===== config.mk =====
export PLATFORM = sky130hd
export DESIGN_NAME = integer_divmod
export DESIGN_NICKNAME = d
export VERILOG_FILES = /design/src/rtl/math_pkg.sv /design/src/rtl/integer_div_step.sv /design/src/rtl/integer_divmod.sv
export SDC_FILE = /design/constraint.sdc
export NUM_CORES = 1
export LEC_CHECK = 0
export ABC_AREA = 1
export CAP_MARGIN = 20
export CORE_MARGIN = 10
export CORE_UTILIZATION = 60
export DETAILED_ROUTE_END_ITERATION = 6
export PLACE_DENSITY = 0.9
export REMOVE_ABC_BUFFERS = 1
export SYNTH_ARGS = -nofsm -noshare
export SYNTH_HDL_FRONTEND = slang
export SYNTH_HIERARCHICAL = 1
export SYNTH_SLANG_ARGS = --single-unit
export TNS_END_PERCENT = 20

===== constraint.sdc =====
create_clock -name clk -period 4.6 [get_ports clk]
set_clock_uncertainty 0.1 [all_clocks]
set_input_delay 0.92 -clock clk [delete_from_list [all_inputs] [get_ports clk]]
set_output_delay 0.92 -clock clk [all_outputs]
set_load 0.1 [all_outputs]

===== src/rtl/math_pkg.sv =====
// Shared definitions for the math library's sequential arithmetic blocks.
package math_pkg;

    typedef enum logic [1:0] {
        IDLE = 2'd0,
        CALC = 2'd1,
        FIX  = 2'd2
    } div_state_t;

    // Step counter must hold WIDTH-1.
    function automatic int cnt_width(input int width);
        return (width < 2) ? 1 : $clog2(width);
    endfunction

endpackage


===== src/rtl/integer_div_step.sv =====
// One restoring-division step: shift in a dividend bit, trial-subtract the divisor.
// Latency: combinational.
// Backpressure: none; pure function of its inputs.
module integer_div_step #(
    parameter int WIDTH = 16
) (
    input  logic [WIDTH-1:0] rem_cur,
    input  logic             in_bit,
    input  logic [WIDTH-1:0] divisor,
    output logic [WIDTH-1:0] rem_next,
    output logic             q_bit
);

    logic [WIDTH:0] shifted;
    logic [WIDTH:0] diff;

    // rem_cur < divisor holds between steps, so a borrow always shows up
    // in the top bit of the WIDTH+1 bit difference.
    always_comb begin
        shifted  = {rem_cur, in_bit};
        diff     = shifted - {1'b0, divisor};
        q_bit    = ~diff[WIDTH];
        rem_next = q_bit ? diff[WIDTH-1:0] : shifted[WIDTH-1:0];
    end

endmodule


===== src/rtl/integer_divmod.sv =====
// Sequential signed/unsigned divider producing quotient and remainder with flags.
// Latency: WIDTH+1 edges from the accepting start edge to the done pulse.
// Backpressure: start is ignored while busy; no queueing.
module integer_divmod
    import math_pkg::*;
#(
    parameter int WIDTH = 16
) (
    input  logic             clk,
    input  logic             rst,
    input  logic             start,
    input  logic             signed_mode,
    input  logic [WIDTH-1:0] dividend,
    input  logic [WIDTH-1:0] divider,
    output logic             busy,
    output logic             done,
    output logic [WIDTH-1:0] quotient,
    output logic [WIDTH-1:0] remainder,
    output logic             div_zero,
    output logic             overflow
);

    localparam int               CW       = cnt_width(WIDTH);
    localparam logic [CW-1:0]    CNT_LOAD = CW'(WIDTH - 1);
    localparam logic [WIDTH-1:0] MIN_PAT  = {1'b1, {(WIDTH-1){1'b0}}};

    div_state_t       state;
    div_state_t       state_nxt;
    logic [CW-1:0]    cnt;
    logic [WIDTH-1:0] num_q;   // dividend magnitude, shifts out as quotient shifts in
    logic [WIDTH-1:0] den_q;
    logic [WIDTH-1:0] prem_q;
    logic             q_neg;
    logic             r_neg;
    logic             zero_q;
    logic             ovf_q;

    logic             a_neg;
    logic             b_neg;
    logic [WIDTH-1:0] a_mag;
    logic [WIDTH-1:0] b_mag;
    logic [WIDTH-1:0] rem_next;
    logic             q_bit;

    always_comb begin
        a_neg = signed_mode & dividend[WIDTH-1];
        b_neg = signed_mode & divider[WIDTH-1];
        a_mag = a_neg ? -dividend : dividend;
        b_mag = b_neg ? -divider  : divider;
    end

    integer_div_step #(
        .WIDTH (WIDTH)
    ) u_step (
        .rem_cur  (prem_q),
        .in_bit   (num_q[WIDTH-1]),
        .divisor  (den_q),
        .rem_next (rem_next),
        .q_bit    (q_bit)
    );

    always_ff @(posedge clk or negedge rst) begin
        if (!rst) begin
            state <= IDLE;
        end else begin
            state <= state_nxt;
        end
    end

    always_comb begin
        state_nxt = state;
        case (state)
            IDLE:    if (start) state_nxt = CALC;
            CALC:    if (cnt == '0) state_nxt = FIX;
            FIX:     state_nxt = IDLE;
            default: state_nxt = IDLE;
        endcase
    end

    always_comb begin
        busy = (state != IDLE);
    end

    always_ff @(posedge clk or negedge rst) begin
        if (!rst) begin
            cnt       <= '0;
            num_q     <= '0;
            den_q     <= '0;
            prem_q    <= '0;
            q_neg     <= 1'b0;
            r_neg     <= 1'b0;
            zero_q    <= 1'b0;
            ovf_q     <= 1'b0;
            done      <= 1'b0;
            quotient  <= '0;
            remainder <= '0;
            div_zero  <= 1'b0;
            overflow  <= 1'b0;
        end else begin
            done <= 1'b0;
            case (state)
                IDLE: begin
                    if (start) begin
                        num_q  <= a_mag;
                        den_q  <= b_mag;
                        prem_q <= '0;
                        cnt    <= CNT_LOAD;
                        q_neg  <= a_neg ^ b_neg;
                        r_neg  <= a_neg;
                        zero_q <= (divider == '0);
                        ovf_q  <= signed_mode && (dividend == MIN_PAT) && (divider == '1);
                    end
                end
                CALC: begin
                    prem_q <= rem_next;
                    num_q  <= {num_q[WIDTH-2:0], q_bit};
                    if (cnt != '0) begin
                        cnt <= cnt - CW'(1);
                    end
                end
                FIX: begin
                    // A zero divisor leaves |dividend| in the partial remainder,
                    // so the sign fix-up already restores the original dividend.
                    quotient  <= zero_q ? '1 : (q_neg ? -num_q : num_q);
                    remainder <= r_neg ? -prem_q : prem_q;
                    div_zero  <= zero_q;
                    overflow  <= ovf_q;
                    done      <= 1'b1;
                end
                default: ;
            endcase
        end
    end

endmodule

Word-level counts from Yosys, hierarchy flattened
Cells that the tools add are included.

Bits in registers: 93. Input port bits: 36. Output and inout port bits: 36. Logic and storage cells: 60.

Add/subtract/negate cells: 6. Eq/ne operators: 7. Muxes and demuxes: 17. Bitwise gates (word level): 4. Reduce and logical (&&, ||, !) cells: 12.

Operators with widths (number): 16-bit two-way mux (8); 16-bit negation (4); 16-bit case mux with 2 select lines (2); 16-bit equality test, second input constant (2); 17-bit by 16-bit subtractor with 17-bit output (1); 16-bit zero test (1); 4-bit two-way mux (2); 4-bit case mux with 2 select lines (1); 2-bit != test, second input constant (3); 2-bit AND reduction (3); 4-bit zero test (1); 2-bit two-way mux (2); 2-bit case mux with 2 select lines (1); 2-bit nonzero test (2); 4-bit nonzero test (1); 4-bit by 1-bit subtractor with 4-bit output, second input constant (1); 3-bit AND reduction (1); 1-bit AND (2); 2-bit by 1-bit equality test with 1-bit output, second input constant (1); 2-bit equality test, second input constant (1); 1-bit logical AND (2); 2-bit zero test (1); 1-bit two-way mux (1); 1-bit NOT (1); 1-bit XOR (1).

Depth between registers and ports, before layout
Gate-level depths: netlist of the first run.

Depth after elaboration: 4. Depth in mapped cells: 17.

Hierarchy
Netlist of the first run, hierarchy kept.

Modules (own cells, without submodules): integer_divmod (times used 1, cells an instance 687, area an instance 5109.9 sq um, sequential area each 2327.2 sq um); integer_div_step (times used 1, cells an instance 283, area an instance 1495.2 sq um, sequential area each 0.0 sq um).

Worst setup path before layout of the first run
No wires, ideal clock.

Path kind: register to register. Start point: register num_q[15]. End point: register prem_q[11]. Setup time: 0.122 ns. Data arrival time: 2.115 ns. Setup slack: 2.264 ns. Stages on the path, launching flop included: 16. Buffers on the path: 1. Period minus slack after synthesis: 2.336 ns. Cell sequence: dfrtp_1 > inv_1 > ha_1 > fa_1 > inv_1 > nand2_1 > nand2_1 > nand3_1 > nand2_2 > nand2_4 > nand2_4 > nand2_8 > buf_4 > nand3_1 > nand2_2 > a32o_1.

Cells in the longest elaborated chain, start to end: 3.

Ends and longest elaborated chain: start: declaration (line integer_divmod.sv:30) `logic [WIDTH-1:0] num_q;`; start signal: assignment (line integer_divmod.sv:104) `num_q <= a_mag;`; start signal: assignment (line integer_divmod.sv:116) `num_q <= {num_q[WIDTH-2:0], q_bit};`; 17-bit by 16-bit subtractor with 17-bit output (line integer_div_step.sv:21) `diff = shifted - {1'b0, divisor};`; 16-bit two-way mux (line integer_div_step.sv:23) `rem_next = q_bit ? diff[WIDTH-1:0] : shifted[WIDTH-1:0];`; via rem_next[11] (line integer_divmod.sv:42) `logic [WIDTH-1:0] rem_next;`; 16-bit case mux with 2 select lines (line integer_divmod.sv:101) `case (state)`; end signal: assignment (line integer_divmod.sv:115) `prem_q <= rem_next;`; end: declaration (line integer_divmod.sv:32) `logic [WIDTH-1:0] prem_q;`.

The timed path passes the listed nets, and every way through them passes these cells. A chain may end at the register's enable or synchronous reset.

Final worst setup path of the first run
Start point: register state[0]. End point: output port busy.

Cells in the longest elaborated chain, start to end: 1.

Ends and longest elaborated chain: start: declaration (line integer_divmod.sv:27) `div_state_t state;`; start signal: assignment (line integer_divmod.sv:66) `state <= state_nxt;`; 2-bit nonzero test (line integer_divmod.sv:81) `busy = (state != IDLE);`; end: declaration (line integer_divmod.sv:15) `output logic busy,`.

No other way between the ends.

==> results_dict.tcl, run 1 <==
set metrics [dict create \
    outcome "completed" \
    grt.overflow.total 0 \
    dieHeight_um 125 \
    whs_ns 0.390 \
    max-cap-violations 0 \
    wl_per_cell_um 14.6 \
    post-route-util_pct 70.0 \
    fin_nets 1089 \
    synth.distinct_cells 39 \
    drt-total-wl_um 17200 \
    antenna-diode-count 0 \
    rsz0062_at_grt "no" \
    hold_class "reg2reg" \
    critPathKind "reg2out" \
    slowest_delay_ns 1.14 \
    reg2reg_depth 14 \
    grt_usage_pct 21.7 \
    hold_violations 0 \
    nFillCells 925 \
    yosys-top-cells-area "dfrtp_1 35%, nand2_1 16%, inv_1 7.9%, nand3_1 7.4%, o21ai_0 5.2%" \
    drv_slew 0 \
    worst_pin_slew_ns 1.01 \
    endpoint_kind "output pin" \
    cts_tree "built" \
    vias 6469 \
    area_delta_synth_final_pct 14.4 \
    worst-path-buf-inv 2 \
    cp_slowest_cell "clkdlybuf4s50_1" \
    crit_cells 3 \
    clkTransAtPathRegs_ns 0.10 \
    fin_crit_ns 3.15 \
    crit_chain "inv_2 -> nand2_1 -> clkdlybuf4s50_1" \
    rows 38 \
    io_pins 72 \
    crit_fanout 3 \
    die_area_sq_um 15600 \
    grt_max_degree 66 \
    yosysTopAreaCellShare_pct 35.2 \
    max_freq_mhz 318 \
    cts_hold_buf 0 \
    cp_top_family "buffers and inverters" \
    ys_ff_latch 93 \
    top_layer_used "met4" \
    critPathLaunchType "flip-flop" \
    grt_antenna_before_repair 0 \
    route.layer.met1.wl_um 7570 \
    yosys.area.top_type "dfrtp_1" \
    cts_root_buffer "clkbuf_8" \
    finalCritPeriodShare_pct 68.4 \
    holdPathStages 2 \
    arrival_ns 2.13 \
    place.gp.congestion 0.943 \
    netlist_instances 970 \
    post_cts_resized 0 \
    wl_met3_um 1330 \
    clk_latency_ns 0.38 \
    grt_first_pass_wirelength_um 28900 \
    numCtsBuffers 9 \
    start_util_pct 61.2 \
    h-tree-depth 3 \
    grt_pass1_vias 6152 \
    die_w_um 125 \
    drcViolationCount 0 \
    port_buffers 71 \
    first_pass_iters 7 \
    yosys_warnings 6 \
    cts_buffer_depth 2 \
    setup_tns_ns 0 \
    ys_seq_area_share_pct 35.2 \
    drt_iter0_drc 668 \
    detailed_place_hpwl_um 13200 \
    drive_gt1_share_pct 6.28 \
    clock-sinks 93 \
    synth.avg_cell_area_sq_um 6.81 \
    netlist_area_sq_um 6610 \
    antenna_left 0 \
    viasPerCell 5.51 \
    postCtsSetupBuffers 0 \
    relSlewSlack_pct 32.4 \
    coreArea_sq_um 10800 \
    finalSetupViolations 0 \
    routed-wl-met2_um 7960 \
    cp.required_ns 3.58 \
]
[stage by stage]
stage	cells	setup slack [ns]	cell area [sq um]
after floorplan	946	2.31	6480
after global placement	1159	1.87	7370
after detailed placement	1159	1.78	7370
after CTS	1175	1.45	7550
after global routing	1175	1.39	7550
final	1175	1.45	7550
[sequential cells by signal, indices dropped and copies added, names as in the netlist]
signal and flops:
cnt 4, den_q 16, div_zero 1, done 1, num_q 16, overflow 1, ovf_q 1, prem_q 16
q_neg 1, quotient 16, r_neg 1, remainder 16, state 2, zero_q 1
[path summary, 6_finish.rpt]
| kind | from | end | slack (ns) |
|---|---|---|---|
| worst max-delay path | state[0] | busy | 1.45 |
| worst min-delay path | remainder[14] | remainder[14] | 0.39 |
| worst max register to register | num_q[15] | prem_q[11] | 1.89 |
| worst min register to register | remainder[14] | remainder[14] | 0.39 |
| max in group asynchronous | rst | den_q[3] | 2.96 |
| min in group asynchronous | rst | remainder[4] | 0.52 |
[cell usage in the layout, fill, tap and decap left out, drive strengths merged, types with 4 or more instances in the layout]
cell	synthesis	final
dfrtp	93	93
nand2	312	312
xor2	23	23
nand4	12	12
ha	22	22
and2	4	4
a31oi	8	8
o21ai	69	69
or2	4	4
a21oi	22	22
clkdlybuf4s50	0	70
nand3	100	100
clkbuf	9	9
a22oi	15	15
nor3	8	8
inv	146	150
nor2	93	93
[per-layer routing]
layer	track usage, %	vias to the layer above
met5	0	-
met3	4.55	33
li1	-	3215
met4	6.17	0
met1	28.3	2935
met2	35.5	286
[worst min-delay path: stages (launching register included)]
cell and delay (ns):
dfrtp_1 0.36, nand2_1 0.05, nand2_1 0.05
[synthesized netlist by cell type (all sizes together)]
cell type	number
fa	1
clkbuf	9
o22ai	3
nand3	100
nand2	312
a31oi	8
o21bai	1
clkinv	1
dfrtp	93
o21ai	69
or2	4
nor2	93
nor3	8
buf	15
a22oi	15
a21oi	22
o221ai	3
ha	22
nand3b	3
nand4	12
xnor2	2
inv	146
a32o	1
xor2	23
and2	4
[layout make-up]
cell class | count | area (sq um) | area share (%)
multi-input combinational | 706 | 3600 | 47.6
tap | 140 | 175 | 2.32
sequential | 93 | 2330 | 30.8
clock inverter | 7 | 55.1 | 0.729
timing repair buffer | 73 | 723 | 9.57
inverter | 147 | 552 | 7.30
clock buffer | 9 | 124 | 1.64
[cells by family after synthesis]
| family | after synthesis | synth area share [%] |
|---|---|---|
| buf+inv | 171 | 10.3 |
| simple gates | 536 | 36.2 |
| flops | 93 | 35.2 |
| xor+xnor | 25 | 3.32 |
| fa+ha+maj | 23 | 4.47 |
| compound gates | 122 | 10.5 |
Power of run 1 is not shown: default switching activity piles up to over one toggle a cycle in this logic, so the estimate is an artifact.
==> run 2: changes to the inputs <==
--- a/config.mk
+++ b/config.mk
@@ -8,9 +8,9 @@
 export ABC_AREA = 1
 export CAP_MARGIN = 20
 export CORE_MARGIN = 10
-export CORE_UTILIZATION = 60
+export CORE_UTILIZATION = 52
 export DETAILED_ROUTE_END_ITERATION = 6
-export PLACE_DENSITY = 0.9
+export PLACE_DENSITY = 0.83
 export REMOVE_ABC_BUFFERS = 1
 export SYNTH_ARGS = -nofsm -noshare
 export SYNTH_HDL_FRONTEND = slang
==> constraint.sdc (replaced) <==
create_clock -name clk -period 2.8 [get_ports clk]
set_clock_uncertainty 0.1 [all_clocks]
set_input_delay 0.56 -clock clk [delete_from_list [all_inputs] [get_ports clk]]
set_output_delay 0.56 -clock clk [all_outputs]
set_load 0.1 [all_outputs]
==> run 2 against run 1 <==
  * Non-clock buffer count up 6
  * Final cell count is 3.1% higher
  * Sequential cell count is the same
  * Sequential share of layout area fell by 0.41 points
  * Critical endpoint is now prem_q[11]
  * Count of clock-buffer cells in the layout is 1 higher
  * Critical path depth rose by 11
  * Register-to-register slack got worse by 1.7 ns
  * Global-route usage shrank 1.6 points
  * Setup slack worse by 1.3 ns
  * Highest routed layer unchanged
  * Die area up 13%
==> results_dict.tcl, run 2 (synthesis results as in run 1) <==
set metrics [dict create \
    critPathKind "reg2reg" \
    antenna-diode-count 0 \
    cts_root_buffer "clkbuf_16" \
    drcViolationCount 0 \
    dieHeight_um 133 \
    crit_top_cell "nand2_2" \
    numCtsBuffers 9 \
    coreArea_sq_um 12500 \
    critPathLaunchType "flip-flop" \
    cts_buffer_depth 2 \
    r2r-start "num_q[15]" \
    die_w_um 133 \
    max_freq_mhz 384 \
    rows 41 \
    cp_slowest_cell "dfrtp_1" \
    endpoint_kind "flip-flop" \
    first_pass_iters 6 \
    grt_antenna_before_repair 0 \
    antenna_left 0 \
    layoutNonFillerInstCount 1212 \
    postCtsSetupBuffers 0 \
    regArea_sq_um 2330 \
    crit_path_start "num_q[15]" \
    mostFrequentLayoutCell "nand2_1" \
    die_area_sq_um 17600 \
    grt_pass1_vias 6035 \
    finalCritPeriodShare_pct 93.1 \
    wl_per_cell_um 14.7 \
    rsz0062_at_grt "no" \
    grt.overflow.total 0 \
    outcome "completed" \
    drt-total-wl_um 17800 \
    detailed_place_hpwl_um 13600 \
    area_delta_synth_final_pct 15.9 \
    arrival_ns 2.75 \
    dp.cells 1197 \
    grt_max_degree 49 \
    crit_fanout 17 \
    fin_nets 1095 \
    cts_hold_buf 0 \
    hold_class "in2async" \
    drive_gt1_share_pct 10.2 \
    crit_chain "inv_1 -> ha_1 -> fa_1 -> inv_1 -> nand2_1 -> nand2_1 -> nand3_1 -> nand2_2 -> nand2_4 -> nand3_4 -> nand2_8 -> nand2_2 -> nand2_2 -> a32o_1" \
    drt_iter0_drc 597 \
    hold_violations 0 \
    place.gp.congestion 0.976 \
    finalSetupViolations 0 \
    grt_usage_pct 20.0 \
    cts_tree "built" \
    start_util_pct 52.8 \
    layout_common_cells "283 x nand2_1, 139 x inv_1, 98 x nand3_1" \
    clkTransAtPathRegs_ns 0.07 \
    clock-sinks 93 \
    post_cts_resized 0 \
    viasPerCell 5.33 \
    relSlewSlack_pct 56.8 \
    worst_pin_slew_ns 0.648 \
    max-cap-violations 0 \
    nFillCells 1171 \
    multiInputGateArea_sq_um 3600 \
    h-tree-depth 3 \
    fin_crit_ns 2.61 \
    port_buffers 71 \
    slowest_delay_ns 0.43 \
    setup_tns_ns 0 \
    clk_latency_ns 0.35 \
    drv_slew 0 \
    cp.required_ns 2.94 \
    vias 6456 \
    grt_first_pass_wirelength_um 29600 \
    io_pins 72 \
]
run 2: cell types whose count changed in the layout (fill, tap and decap cells not counted), moves of 2 or more:
| cell | before | now |
|---|---|---|
| clkdlybuf4s50_1 | 70 | 34 |
| clkbuf_16 | 0 | 9 |
| buf_4 | 3 | 44 |
| clkbuf_8 | 9 | 1 |
| inv_6 | 3 | 1 |
run 2: worst max-delay path, delay by kind of cell, from the launching register on:
family / cells / cell delay, ns
and+or+nand+nor: 9 / 0.92
adders and majority gates: 2 / 0.63
DFF: 1 / 0.43
buffers and inverters: 2 / 0.20
AOI/OAI and AO/OA: 1 / 0.20
run 2: through the flow:
step	util [%]	area (sq um)	setup WS (ns)	hold WS [ns]
final	61.2	7660	0.194	0.132
after global routing	61.2	7660	0.0393	0.197
after CTS	61.2	7660	0.216	0.168
after detailed placement	59.0	7380	0.268	0.368
after global placement	59.0	7380	0.334	0.364
after floorplan	-	6480	0.511	0.164
run 2: worst paths after layout:
kind	endpoint	cells after the start	slack, ns
setup / recovery	prem_q[11]	14	0.19
hold / removal	den_q[6]	1	0.13
setup reg to reg	prem_q[11]	14	0.19
hold reg to reg	remainder[7]	2	0.38
max in group asynchronous	quotient[9]	2	1.82
min in group clk	remainder[7]	2	0.38
run 2: final cells by class:
type | count | area share, %
multi-input cells | 706 | 47.0
inverters | 147 | 7.21
clock buffers | 10 | 3.12
repair buffers | 79 | 9.02
clock inverters | 5 | 0.458
well taps | 172 | 2.81
flip-flops and latches | 93 | 30.4
run 2: metal layers:
| layer | vias up | global-route usage [%] | share of wire (%) |
|---|---|---|---|
| met2 | 233 | 31.2 | 45 |
| met1 | 2965 | 27.2 | 46 |
| met4 | 0 | 7.58 | 2.8 |
| li1 | 3227 | - | - |
| met3 | 31 | 3.37 | 6.4 |
| met5 | - | 0 | 0 |
Power of run 2 is left out for the same reason.
